==> src/rtl/muldiv_sequencer.sv <==
// muldiv_sequencer
//   Iterative signed multiply/divide unit for the execute stage. Owns the
//   architectural HI/LO registers, runs a WIDTH-cycle shift-add multiply or
//   restoring divide, and requests pipeline stalls while busy.
// Ports:
//   clk, flush          clock (rising edge) / async active-high clear
//   Start_EX, IsDiv_EX  launch an op; 1 = div, 0 = mult
//   SrcA_EX, SrcB_EX    operands (SrcA also feeds mthi/mtlo)
//   MfReq_EX            mfhi/mflo waiting in execute
//   MtHi_EX, MtLo_EX    write SrcA_EX into HI / LO
//   Hi, Lo              architectural HI / LO
//   Busy                operation in flight
//   MdStall             combinational stall request
//   Done, DivByZero     one-cycle completion pulses
module muldiv_sequencer #(
    parameter int WIDTH = 32,
    parameter int CNTW  = 6
) (
    input  logic             clk,
    input  logic             flush,
    input  logic             Start_EX,
    input  logic             IsDiv_EX,
    input  logic [WIDTH-1:0] SrcA_EX,
    input  logic [WIDTH-1:0] SrcB_EX,
    input  logic             MfReq_EX,
    input  logic             MtHi_EX,
    input  logic             MtLo_EX,
    output logic [WIDTH-1:0] Hi,
    output logic [WIDTH-1:0] Lo,
    output logic             Busy,
    output logic             MdStall,
    output logic             Done,
    output logic             DivByZero
);

    typedef enum logic [1:0] {IDLE, RUN, FIXUP} state_t;

    state_t             state;
    logic [CNTW-1:0]    cnt;
    logic [WIDTH-1:0]   a_mag, b_mag;
    logic               sign_a, sign_b, is_div, div_zero;
    // Mult: {partial product, remaining multiplier bits}.
    // Div:  {partial remainder, dividend bits shifting out / quotient bits shifting in}.
    logic [2*WIDTH-1:0] prod;

    logic [WIDTH:0]     mul_sum;
    logic [WIDTH:0]     div_shift, div_trial;
    logic [2*WIDTH-1:0] prod_step;
    logic [WIDTH-1:0]   abs_a, abs_b;

    // Magnitude of the most-negative value wraps to itself, which read as
    // unsigned is exactly 2^(WIDTH-1).
    assign abs_a = SrcA_EX[WIDTH-1] ? -SrcA_EX : SrcA_EX;
    assign abs_b = SrcB_EX[WIDTH-1] ? -SrcB_EX : SrcB_EX;

    assign mul_sum   = {1'b0, prod[2*WIDTH-1:WIDTH]} + {1'b0, {WIDTH{prod[0]}} & a_mag};
    // Remainder stays below the divisor (<= 2^(WIDTH-1)), so the shifted value
    // fits in WIDTH bits and the top bit of the trial is a clean borrow.
    assign div_shift = {prod[2*WIDTH-1:WIDTH], prod[WIDTH-1]};
    assign div_trial = div_shift - {1'b0, b_mag};

    always_comb begin
        prod_step = {mul_sum, prod[WIDTH-1:1]};
        if (is_div) begin
            if (!div_trial[WIDTH])
                prod_step = {div_trial[WIDTH-1:0], prod[WIDTH-2:0], 1'b1};
            else
                prod_step = {div_shift[WIDTH-1:0], prod[WIDTH-2:0], 1'b0};
        end
    end

    assign Busy    = (state != IDLE);
    assign MdStall = Busy & (Start_EX | MfReq_EX | MtHi_EX | MtLo_EX);

    always_ff @(posedge clk or posedge flush) begin
        if (flush) begin
            state     <= IDLE;
            cnt       <= '0;
            a_mag     <= '0;
            b_mag     <= '0;
            sign_a    <= 1'b0;
            sign_b    <= 1'b0;
            is_div    <= 1'b0;
            div_zero  <= 1'b0;
            prod      <= '0;
            Hi        <= '0;
            Lo        <= '0;
            Done      <= 1'b0;
            DivByZero <= 1'b0;
        end else begin
            Done      <= 1'b0;
            DivByZero <= 1'b0;
            case (state)
                IDLE: begin
                    if (Start_EX) begin
                        a_mag    <= abs_a;
                        b_mag    <= abs_b;
                        sign_a   <= SrcA_EX[WIDTH-1];
                        sign_b   <= SrcB_EX[WIDTH-1];
                        is_div   <= IsDiv_EX;
                        div_zero <= IsDiv_EX && (SrcB_EX == '0);
                        prod     <= {{WIDTH{1'b0}}, IsDiv_EX ? abs_a : abs_b};
                        cnt      <= '0;
                        state    <= RUN;
                    end else begin
                        // Start takes priority; Mt writes only land when no op launches.
                        if (MtHi_EX) Hi <= SrcA_EX;
                        if (MtLo_EX) Lo <= SrcA_EX;
                    end
                end
                RUN: begin
                    prod <= prod_step;
                    cnt  <= cnt + 1'b1;
                    if (cnt == CNTW'(WIDTH-1)) state <= FIXUP;
                end
                FIXUP: begin
                    if (div_zero) begin
                        Lo <= '1;
                        Hi <= sign_a ? -a_mag : a_mag;   // rebuilds original SrcA
                    end else if (is_div) begin
                        Lo <= (sign_a ^ sign_b) ? -prod[WIDTH-1:0] : prod[WIDTH-1:0];
                        Hi <= sign_a ? -prod[2*WIDTH-1:WIDTH] : prod[2*WIDTH-1:WIDTH];
                    end else begin
                        {Hi, Lo} <= (sign_a ^ sign_b) ? -prod : prod;
                    end
                    Done      <= 1'b1;
                    DivByZero <= div_zero;
                    state     <= IDLE;
                end
                default: state <= IDLE;
            endcase
        end
    end

endmodule

==> config.mk <==
export PLATFORM = sky130hd
export DESIGN_NAME = muldiv_sequencer
export DESIGN_NICKNAME = d
export VERILOG_FILES = /design/src/rtl/muldiv_sequencer.sv
export SDC_FILE = /design/constraint.sdc
export NUM_CORES = 1
export LEC_CHECK = 0
export CAP_MARGIN = 25
export CORE_ASPECT_RATIO = 0.6
export CORE_MARGIN = 2
export CORE_UTILIZATION = 51
export CTS_CLUSTER_SIZE = 20
export DETAILED_ROUTE_END_ITERATION = 16
export GPL_TIMING_DRIVEN = 0
export HOLD_SLACK_MARGIN = 0.1
export MAX_ROUTING_LAYER = met4
export PLACE_DENSITY = 0.72
export SYNTH_ARGS = -nofsm -noshare
export SYNTH_HDL_FRONTEND = slang
export SYNTH_SLANG_ARGS = --single-unit
==> constraint.sdc <==
create_clock -name clk -period 13.98 [get_ports clk]
set_input_delay 1.398 -clock clk [delete_from_list [all_inputs] [get_ports clk]]
set_output_delay 1.398 -clock clk [all_outputs]
set_load 0.01 [all_outputs]
After elaboration in Yosys (flattened, before gate mapping)
Index checks and enable logic that the tools add are counted.
{"block": "op_classes", "order_cmp": 0, "mul": 0, "shift": 0, "muxes": 28, "add_sub_neg": 9, "reduce_logical": 11, "bitwise": 6, "n_div": 0, "n_eq_ne": 8}
{"cell": "two-way mux 32 bit", "count": 14}
{"cell": "two-way mux 64 bit", "count": 4}
{"cell": "negator 32 bit", "count": 5}
{"cell": "one-hot mux 32 bit (2 select lines)", "count": 2}
{"cell": "one-hot mux 64 bit (2 select lines)", "count": 1}
{"cell": "negator 64 bit", "count": 1}
{"cell": "adder 32 x 32 -> 33 bit", "count": 1}
{"cell": "subtractor 33 x 32 -> 33 bit", "count": 1}
{"cell": "bitwise AND 32 bit", "count": 1}
{"cell": "logical NOT 32 bit", "count": 1}
{"cell": "one-hot mux 6 bit (2 select lines)", "count": 1}
{"cell": "!= test 2 bit (second input constant)", "count": 5}
{"cell": "adder 6 x 1 -> 6 bit (second input constant)", "count": 1}
{"cell": "== test 6 x 5 -> 1 bit (second input constant)", "count": 1}
{"cell": "two-way mux 6 bit", "count": 1}
{"cell": "AND reduction 2 bit", "count": 3}
{"cell": "AND reduction 3 bit", "count": 2}
{"cell": "nonzero test 2 bit", "count": 3}
{"cell": "two-way mux 2 bit", "count": 2}
{"cell": "one-hot mux 2 bit (2 select lines)", "count": 1}
{"cell": "bitwise OR 1 bit", "count": 3}
{"cell": "== test 2 x 1 -> 1 bit (second input constant)", "count": 1}
{"cell": "== test 2 bit (second input constant)", "count": 1}
{"cell": "logical NOT 2 bit", "count": 1}
{"cell": "other kinds (4)", "count": 5}
{"block": "word_totals", "inputBits": 71, "mem_count": 0, "mem_bits_ro": 0, "register_bits": 206, "ram_bits": 0, "out_inout_bits": 68, "latch_bits": 0, "elab_cells": 75}

Depth between registers and ports, before layout
Gate-level depths: netlist of run 1.
{"block": "depth", "word_depth": 5, "depth_mapped": 16, "mapped_depth_nobuf": 15}

Least setup slack after synthesis of run 1
OpenSTA, ideal clock, no wires.
{"block": "synth_timing", "path_type": "input to register", "startpoint": "input port SrcA_EX[6]", "endpoint": "register prod[28]", "n_path_buf": 0, "cell_stages": 8, "t_required_ns": 13.876, "path_slack_ns": 10.277, "arrival_time_ns": 3.599, "setup_ns": 0.104, "path_cell_list": "or4_4 or3_1 or3_4 nand2b_4 nand2b_4 o41ai_2 xor2_1 a221oi_1"}
{"block": "synth_between", "elab_chain_cells": 5}
{"element": "start, declared", "line": "23", "rtl": "input logic [WIDTH-1:0] SrcA_EX,"}
{"element": "negator 32 bit", "line": "53", "rtl": "assign abs_a = SrcA_EX[WIDTH-1] ? -SrcA_EX : SrcA_EX;"}
{"element": "two-way mux 32 bit", "line": "53"}
{"element": "two-way mux 32 bit", "line": "102", "rtl": "prod <= {{WIDTH{1'b0}}, IsDiv_EX ? abs_a : abs_b};"}
{"element": "two-way mux 64 bit", "line": "95", "rtl": "if (Start_EX) begin"}
{"element": "one-hot mux 64 bit (2 select lines)", "line": "93", "rtl": "case (state)"}
{"element": "end signal, assigned", "line": "102"}
{"element": "end signal, assigned", "line": "112", "rtl": "prod <= prod_step;"}
{"element": "end, declared", "line": "44", "rtl": "logic [2*WIDTH-1:0] prod;"}
No other way between the ends. The select of a mux whose other input is x is not followed.
A chain may end at the register's enable or synchronous reset.

Worst setup path in the final report of run 1
{"block": "layout_timing", "startpoint": "register prod[0]", "endpoint": "register prod[59]"}
{"block": "layout_between", "elab_chain_cells": 4}
{"element": "bitwise AND 32 bit", "line": "56", "rtl": "assign mul_sum = {1'b0, prod[2*WIDTH-1:WIDTH]} + {1'b0, {WIDTH{prod[0]}} & a_mag};"}
{"element": "adder 32 x 32 -> 33 bit", "line": "56"}
{"element": "two-way mux 64 bit", "line": "64", "rtl": "if (is_div) begin"}
{"element": "one-hot mux 64 bit (2 select lines)", "line": "93"}
No other way between the ends.

==> results of run 1 <==
==> worst max path at each step <==
stage,from,to,slack [ps],cells past startpoint
2_1_floorplan,flush,DivByZero$_DFF_PP0_,6960,1
3_3_place_gp,flush,Hi[17]$_DFFE_PP0P_,4100,2
3_5_place_dp,prod[0]$_DFFE_PP0P_,prod[59]$_DFFE_PP0P_,9130,14
4_1_cts,prod[0]$_DFFE_PP0P_,prod[59]$_DFFE_PP0P_,9130,14
5_1_grt,prod[0]$_DFFE_PP0P_,prod[59]$_DFFE_PP0P_,8630,14
6_report,prod[0]$_DFFE_PP0P_,prod[59]$_DFFE_PP0P_,8890,14
==> final cells by class <==
class / instances / share of cell area, %
flip-flops and latches: 206 / 27.1
repair buffers: 140 / 7.40
diodes: 3 / 0.0394
inverters: 73 / 1.48
multi-input cells: 1625 / 54.9
clock inverters: 9 / 0.539
well taps: 416 / 2.73
plain buffers: 128 / 2.58
clock buffers: 30 / 3.27
==> cell families (layout without fill, tap and decap cells) <==
logic type                 after synthesis  count (layout)  share of synthesized area, %
and+or+nand+nor                        619             619                          18.0
other                                    0               3                             0
adders and majority gates               72              72                          5.59
muxes                                   56              56                          3.44
DFF                                    206             206                          31.5
buffers and inverters                  201             380                          4.67
AOI/OAI and AO/OA                      672             672                          25.8
xor gates and xnor gates               206             206                          11.0
==> through the flow <==
step	std cells	utilization, %
floorplan	2032	-
CTS	2625	60.6
global placement	2585	58.2
detailed placement	2586	58.3
finish	2630	60.6
global route	2629	60.6
==> critical path: stages (launching register included) <==
cell and delay (ps):
dfrtp_1 370, clkbuf_1 650, clkbuf_1 480, nand2_1 240, fa_1 460, nand2b_1 210, a21oi_1 240, o211ai_1 210
o211ai_1 430, a41oi_1 240, o21ai_0 510, nand3_1 260, mux2i_1 190, a221oi_1 330, o21ai_0 140
==> flip-flops by register name, summed over array words and instances, names as in the netlist <==
| name | flops |
|---|---|
| prod | 64 |
| Hi | 32 |
| Lo | 32 |
| a_mag | 32 |
| b_mag | 32 |
| cnt | 6 |
| state | 2 |
| DivByZero | 1 |
| Done | 1 |
| div_zero | 1 |
| is_div | 1 |
| sign_a | 1 |
| sign_b | 1 |
==> power breakdown <==
| part | leakage, uW | switching, uW | internal [uW] |
|---|---|---|---|
| combinational | 0.00519 | 1840 | 1100 |
| sequential | 0.00249 | 396 | 805 |
| clock | 0.000348 | 272 | 350 |
| total | 0.00803 | 2510 | 2250 |
==> routing by layer <==
layer  part of all wire (%)  wire [um]
met1                     43      30700
met2                     36      25800
met3                     18      12900
met4                    2.2       1550
met5                      0          0
==> layout by cell type (no fill, tap or decap), types with 32 or more instances in the layout <==
cell type	netlist	final
nand2_1	254	254
o21ai_0	211	211
dfrtp_1	206	206
a21oi_1	158	158
clkdlybuf4s50_1	0	137
clkbuf_1	108	113
nor2_1	110	110
xor2_1	105	105
xnor2_1	101	101
inv_1	73	72
ha_1	70	70
mux2i_1	54	54
and2_1	40	40
nand3_1	36	36
o31ai_1	35	35
nor3_1	35	35
nand2b_1	34	34
a211oi_1	34	34
a21o_1	33	33
o22ai_1	32	32
==> metrics.txt, run 1 <==
postcts setup bufs 0; status finished, final reports clean; Avg Inst Size Synth 8.06 um2; Slew @ Worst Pin 1080 ps; critical path startpoint category flip-flop; Die X-Extent 235 um; die area 0.0336 mm2; Post-Syn Area 0.0164 mm2; WHS 483 ps; quantity of hold-fixing buffers added after cts 0; Rel. slew slack 27.6%; residual DRC count 0; Final #Nets 2340; row cnt 50; Endpoint, Worst Hold Lo[14]$_DFFE_PP0P_; Initial Util 52.1%; R2R depth 14; CP arrival 5490 ps; Reg clk slew, reported paths 70 ps; R2R setup slack 8890 ps; final instance area 0.0190 mm2; fillers 2832; initial antenna violation count 1; syn_nets 2175; Tot Pwr 4760 uW; post_cts resized 0; CTS tree done; Area growth syn-to-layout 16.3%; final global-route overflow total 0; met2 Usage GRT 53.3%; met1 usage 61.5%; Multi-input gate area 0.0105 mm2; maximum net fanout on the critical path 10; IO buf count 137; 1st-iter DRT viols 2744; Commonest cells post-synth nand2_1 (254), o21ai_0 (211), dfrtp_1 (206), a21oi_1 (158), nor2_1 (110); largest net degree at the start of global routing 125; worst hold stages 2; f_max 197 MHz; setup ws final 8890 ps; r2r startpoint prod[0]$_DFFE_PP0P_; Setup crit end kind flip-flop; fin crit period 5090 ps; register bit total from synthesis 206; number of flops mapped to enable cells by yosys 0; routed len/inst 27.0 um; Vias/cell 6.68; skew final 24.2 ps; Worst VDD drop 0.157 mV; Final ANT Viol Nets 0; Pins Over Slew Limit 0; Critical Path RT 14380 ps; DR pass1 iterations 8; share of cells above drive strength 1 3.44%; number of CTS-inserted buffers 23; global placement routability congestion 1.07; Die Span Y 143 um; CORE AREA 0.0314 mm2; total track usage 42.7%; Fin. Hold Viols 0; I/O pins 139; clock latency on the worst-skew pair 540 ps; H-tree depth 1; Critical Setup Path Class flip-flop to flip-flop; Max clock buf depth 3; ranking of synthesized cells by area dfrtp_1 (31%), o21ai_0 (6.4%), nand2_1 (5.8%), xor2_1 (5.6%), xnor2_1 (5.4%); Synth top area share 31.5%; grt peak-use layer met1; vias in the first global route 16000; Ys Warns 0; leakage 0.00803 uW; count of unique library cells instantiated by Yosys 73; register area 0.00515 mm2; ys async rst share 100%; Final Cycle Share 36.4%; top-count cell post-synth nand2_1; sequential element share of the synthesized area 31.5%; Post-Synthesis Cells 2032; Synth area leader dfrtp_1; Via Count 17600; pre-CTS WS 9130 ps; top_reg_cell synth dfrtp_1; final WL 70900 um; max cap viols 0; clk sinks 206; detailed placement HPWL 56700 um; first-pass GRT wire length 104000 um; final setup TNS 0 ps; worst min path class flip-flop to flip-flop; Reg2Reg Capture Point prod[59]$_DFFE_PP0P_; Clk Tree Root Cell clkbuf_16; DP Area 0.0183 mm2; unrepaired setup endpoints after global routing false; Worst Hold Launch Lo[14]$_DFFE_PP0P_; final setup violation count 0; M3 GR Usage 19.9%; P per Cell Area 250 mW/mm2
Note: power is estimated with default switching activity, not from simulation.
==> run 2, diff against run 1 <==
--- a/config.mk
+++ b/config.mk
@@ -14,7 +14,7 @@
 export GPL_TIMING_DRIVEN = 0
 export HOLD_SLACK_MARGIN = 0.1
 export MAX_ROUTING_LAYER = met4
-export PLACE_DENSITY = 0.72
+export PLACE_DENSITY = 0.74
 export SYNTH_ARGS = -nofsm -noshare
 export SYNTH_HDL_FRONTEND = slang
 export SYNTH_SLANG_ARGS = --single-unit
==> constraint.sdc (replaced) <==
create_clock -name clk -period 4.3 [get_ports clk]
set_input_delay 0.43 -clock clk [delete_from_list [all_inputs] [get_ports clk]]
set_output_delay 0.43 -clock clk [all_outputs]
set_load 0.01 [all_outputs]
==> run 2 against run 1 <==
Combinational power rose to 3.2 times the previous value. Clock power rose to 3.4 times the previous value. Via count shrank 0.48%. Hold slack lost 71 ps. Fmax grew 21%. Final cell count is 0.11% higher. Non-clock buffer count grew 2. Count of clock-buffer cells in the layout fell by 1. Critical path depth rose by 2. Die area stayed put.
==> metrics.txt, run 2 (synthesized netlist as in run 1, its figures left out) <==
CTS tree done; critical-path cell list inv_1, nor2_1, ha_1, inv_1, fa_1, nand2b_1, a21oi_1, o211ai_1, o211ai_1, buf_4, a31o_2, nand3_1, o21ai_0, xor2_1, o21ai_0, a22oi_1; Pins Over Slew Limit 0; Fin. Hold Viols 0; detailed placement HPWL 56500 um; Slew @ Worst Pin 1150 ps; CP top delay family compound AO/OA/AOI/OAI gates; 1st-iter DRT viols 2390; DP Area 0.0184 mm2; slowest stage delay, CP 570 ps; total track usage 41.8%; final instance area 0.0192 mm2; quantity of hold-fixing buffers added after cts 0; vias in the first global route 15600; CP Buf/Inv Count 3; slowest cell on the critical path dfrtp_2; die area 0.0336 mm2; f_max 238 MHz; worst min path class input port to async pin; share of cells above drive strength 1 3.97%; status finished, final reports clean; P per Cell Area 808 mW/mm2; clk sinks 206; R2R setup slack 100 ps; unrepaired setup endpoints after global routing false; register area 0.00516 mm2; Final ANT Viol Nets 0; final setup violation count 0; routed len/inst 26.6 um; Max clock buf depth 3; Die X-Extent 235 um; row cnt 50; residual DRC count 0; Final Util 61.1%; Multi-input gate area 0.0105 mm2; Area growth syn-to-layout 17.1%; Final #Nets 2341; CP arrival 4660 ps; Critical Setup Path Class flip-flop to flip-flop; Top reg by flops prod; commonest non-fill, non-tap cell in the layout nand2_1; global placement routability congestion 1.08; number of CTS-inserted buffers 22; fillers 2852; Vias/cell 6.64; final global-route overflow total 0; critical path startpoint category flip-flop; Critical Path RT 4760 ps; skew final 22.9 ps; Clk Tree Root Cell clkbuf_16; H-tree depth 1; pre-CTS WS -339 ps; DR pass1 iterations 6; Rel. slew slack 22.6%; Die Span Y 143 um; most frequent cells in the layout nand2_1 (254), o21ai_0 (210), dfrtp_1 (204); fin crit period 4200 ps; final WL 70000 um; clock latency on the worst-skew pair 550 ps; Via Count 17500; IO buf count 137; Reg clk slew, reported paths 80 ps; leakage 0.00810 uW; WHS 412 ps; initial antenna violation count 3; max FFs per register 64; Setup crit end kind flip-flop; max cap viols 0; Final Cycle Share 97.7%; largest net degree at the start of global routing 44; maximum net fanout on the critical path 11; I/O pins 139; first-pass GRT wire length 101000 um; Initial Util 52.1%; setup ws final 96.8 ps; Worst VDD drop 0.406 mV; CORE AREA 0.0314 mm2
## run 2: cell types whose count changed in the layout (fill, tap and decap cells not counted), sizes merged
| cell | change |
|---|---|
| clkinvlp | -2 |
| bufinv | +1 |
| clkinv | +3 |
| buf | +4 |
| clkbuf | -3 |
## run 2: where the power goes
part	total, uW	internal (uW)	switching (uW)
registers	3880	2620	1260
clock network	2130	1230	901
logic	9470	3590	5880
## run 2: worst paths after layout
check | startpoint | endpoint | depth (start not counted)
worst min-delay path | flush | Hi[21]$_DFFE_PP0P_ | 2
worst min register to register | cnt[5]$_DFFE_PP0P_ | cnt[5]$_DFFE_PP0P_ | 1
min in group clk | cnt[5]$_DFFE_PP0P_ | cnt[5]$_DFFE_PP0P_ | 1
worst max-delay path | prod[0]$_DFFE_PP0P_ | prod[55]$_DFFE_PP0P_ | 16
max in group asynchronous | flush | b_mag[8]$_DFFE_PP0P_ | 5
worst max register to register | prod[0]$_DFFE_PP0P_ | prod[55]$_DFFE_PP0P_ | 16
## run 2: routing by layer
layer	share of wire, %	vias to the layer above	global-route usage (%)	routed length [um]
met5	0	-	-	0
met4	1.9	0	7.01	1310
met3	18	113	20.7	12300
met2	37	1205	53.0	26000
met1	43	8501	59.1	30300
li1	-	7670	-	-
## run 2: timing repair
action                                  4_1_cts  5_1_grt
resized for setup                             1        7
endpoints found under the setup margin       10       20
endpoints found under the hold margin         0        0
setup buffers                                 0        1
gates cloned                                  0        0
pin swaps                                     0        1
## run 2: area by class of cell
class / instances / share of cell area [%]
well taps: 416 / 2.71
clock inverters: 11 / 0.698
inverters: 73 / 1.45
repair buffers: 143 / 7.71
plain buffers: 127 / 2.56
multi-input cells: 1625 / 54.6
flip-flops and latches: 206 / 26.9
diodes: 3 / 0.0392
clock buffers: 29 / 3.33
## run 2: stage by stage
stage	instances	total power, uW	setup TNS, ps
after floorplan	2032	9380	0
after global placement	2585	12500	-107940
after detailed placement	2590	12700	-1490
after CTS	2629	14800	0
after global routing	2633	16100	0
final	2633	15500	0
==> run 3, diff against run 2 <==
--- a/config.mk
+++ b/config.mk
@@ -13,7 +13,6 @@
 export DETAILED_ROUTE_END_ITERATION = 16
 export GPL_TIMING_DRIVEN = 0
 export HOLD_SLACK_MARGIN = 0.1
-export MAX_ROUTING_LAYER = met4
 export PLACE_DENSITY = 0.74
 export SYNTH_ARGS = -nofsm -noshare
 export SYNTH_HDL_FRONTEND = slang
==> run 3 against run 2 <==
Register-to-register slack improved by 70 ps. Sequential share of layout area is essentially flat. Hold slack improved by 16 ps. First-iteration DRC count increased by 13%. Routed wire length is 0.16% lower. Via count fell by 0.15%. Worst setup slack improved by 71 ps. Combinational power barely moved. Critical endpoint is now prod[51]$_DFFE_PP0P_. Non-clock buffer count is 1 higher. Design area shrank 0.20%. Clock skew is 9.1 ps lower.
==> metrics.txt, run 3 (synthesized netlist as in run 1, its figures left out) <==
residual DRC count 0; slowest cell on the critical path dfrtp_2; Area growth syn-to-layout 16.8%; maximum net fanout on the critical path 11; DP Area 0.0184 mm2; CORE AREA 0.0314 mm2; Rel. slew slack 21.1%; Max clock buf depth 3; quantity of hold-fixing buffers added after cts 0; skew final 13.8 ps; final global-route overflow total 0; clock share of power 13.3%; Sw Pwr 8010 uW; final instance area 0.0191 mm2; max FFs per register 64; Setup crit end kind flip-flop; initial antenna violation count 2; detailed placement HPWL 56500 um; number of CTS-inserted buffers 21; 1st-iter DRT viols 2712; Pins Over Slew Limit 0; unrepaired setup endpoints after global routing false; Slew @ Worst Pin 1180 ps; routed len/inst 26.6 um; CTS tree done; Comb pwr share 61.4%; final setup violation count 0; clk sinks 206; Clk Tree Root Cell clkbuf_16; global placement routability congestion 1.03; worst min path class input port to async pin; largest net degree at the start of global routing 44; critical path startpoint category flip-flop; H-tree depth 1; Top reg by flops prod; Critical Setup Path Class flip-flop to flip-flop; CP Buf/Inv Count 3; die area 0.0336 mm2; total track usage 40.8%; first-pass GRT wire length 102000 um; Vias/cell 6.65; final WL 69900 um; I/O pins 139; max cap viols 0; IO buf count 137; clock latency on the worst-skew pair 540 ps; row cnt 50; critical-path cell list inv_1, nor2_1, ha_1, inv_1, fa_1, nand2b_1, a21oi_1, o211ai_1, o211ai_1, buf_4, a31o_2, nand3_1, o21ai_0, xor2_1, a22oi_1, o21ai_0; Reg clk slew, reported paths 70 ps; switch share 52.0%; Fin. Hold Viols 0; Die X-Extent 235 um; slowest stage delay, CP 590 ps; WHS 428 ps; Flop pwr share 25.3%; DR pass1 iterations 8; Via Count 17500; Initial Util 52.1%; fillers 2892; Final Cycle Share 96.1%; commonest non-fill, non-tap cell in the layout nand2_1; fin crit period 4130 ps; vias in the first global route 15600; f_max 242 MHz; P per Cell Area 805 mW/mm2; CP top delay family compound AO/OA/AOI/OAI gates; Worst VDD drop 0.422 mV; share of cells above drive strength 1 3.76%; CP arrival 4530 ps; Final #Nets 2341; Critical Path RT 4690 ps; Final ANT Viol Nets 0; leakage 0.00807 uW; Int Pwr 7400 uW; most frequent cells in the layout nand2_1 (254), o21ai_0 (209), dfrtp_1 (205); Die Span Y 143 um; status finished, final reports clean
[run 3: power groups by stage]
stage | sequential [uW] | clock (uW) | combinational [uW]
floorplan | 3310 | 0 | 6080
detailed placement | 3770 | 0 | 8940
global placement | 3750 | 0 | 8820
CTS | 3760 | 2030 | 8970
global route | 3880 | 2110 | 10100
finish | 3890 | 2050 | 9460
[run 3: path summary, 6_finish.rpt]
kind                       cells past startpoint                 from  slack [ps]                    end
setup / recovery                              16  prod[0]$_DFFE_PP0P_         170   prod[51]$_DFFE_PP0P_
hold / removal                                 2                flush         430     Hi[19]$_DFFE_PP0P_
setup reg to reg                              16  prod[0]$_DFFE_PP0P_         170   prod[51]$_DFFE_PP0P_
hold reg to reg                                2   Lo[27]$_DFFE_PP0P_         480     Lo[27]$_DFFE_PP0P_
max in group asynchronous                      6                flush        2380  b_mag[14]$_DFFE_PP0P_
min in group clk                               2   Lo[27]$_DFFE_PP0P_         480     Lo[27]$_DFFE_PP0P_
[run 3: layout make-up]
type                    instances  area (um2)  share of cell area (%)
multi-input cells            1625       10500                    54.8
flip-flops and latches        206        5160                    26.9
repair buffers                144        1490                    7.77
clock buffers                  26         574                    3.00
well taps                     416         520                    2.72
plain buffers                 127         490                    2.56
inverters                      73         278                    1.45
clock inverters                 8         150                   0.785
diodes                          1        2.50                  0.0131
[run 3: through the flow]
stage | utilization [%] | std cells | worst slack (ps) | TNS, ps | power (uW)
final | 60.9 | 2626 | 167 | 0 | 15400
after global routing | 60.9 | 2625 | 37.7 | 0 | 16100
after CTS | 60.8 | 2623 | 5.12 | 0 | 14800
after detailed placement | 58.5 | 2590 | -376 | -1760 | 12700
after global placement | 58.2 | 2585 | -547 | -105930 | 12600
after floorplan | - | 2032 | 960 | 0 | 9380
[run 3: timing repair]
item / in CTS / in global routing
setup endpoints to repair: 10 / 16
pin swaps: 0 / 1
gates resized for setup: 1 / 8
setup buffers: 0 / 2
[run 3: per-layer routing]
layer / track usage [%] / part of all wire (%) / up-vias
li1: - / - / 7671
met1: 61.0 / 44 / 8467
met2: 52.8 / 37 / 1231
met3: 18.8 / 17 / 92
met4: 7.34 / 1.8 / 2
met5: 0 / 0.019 / -
[run 3: worst reg2reg max path, cell delays in order (launching register included)]
cell and delay [ps]:
dfrtp_2 590, inv_1 150, nor2_1 200, ha_1 190, inv_1 60, fa_1 380
nand2b_1 190, a21oi_1 250, o211ai_1 190, o211ai_1 200, buf_4 160, a31o_2 190
nand3_1 160, o21ai_0 250, xor2_1 210, a22oi_1 460, o21ai_0 170
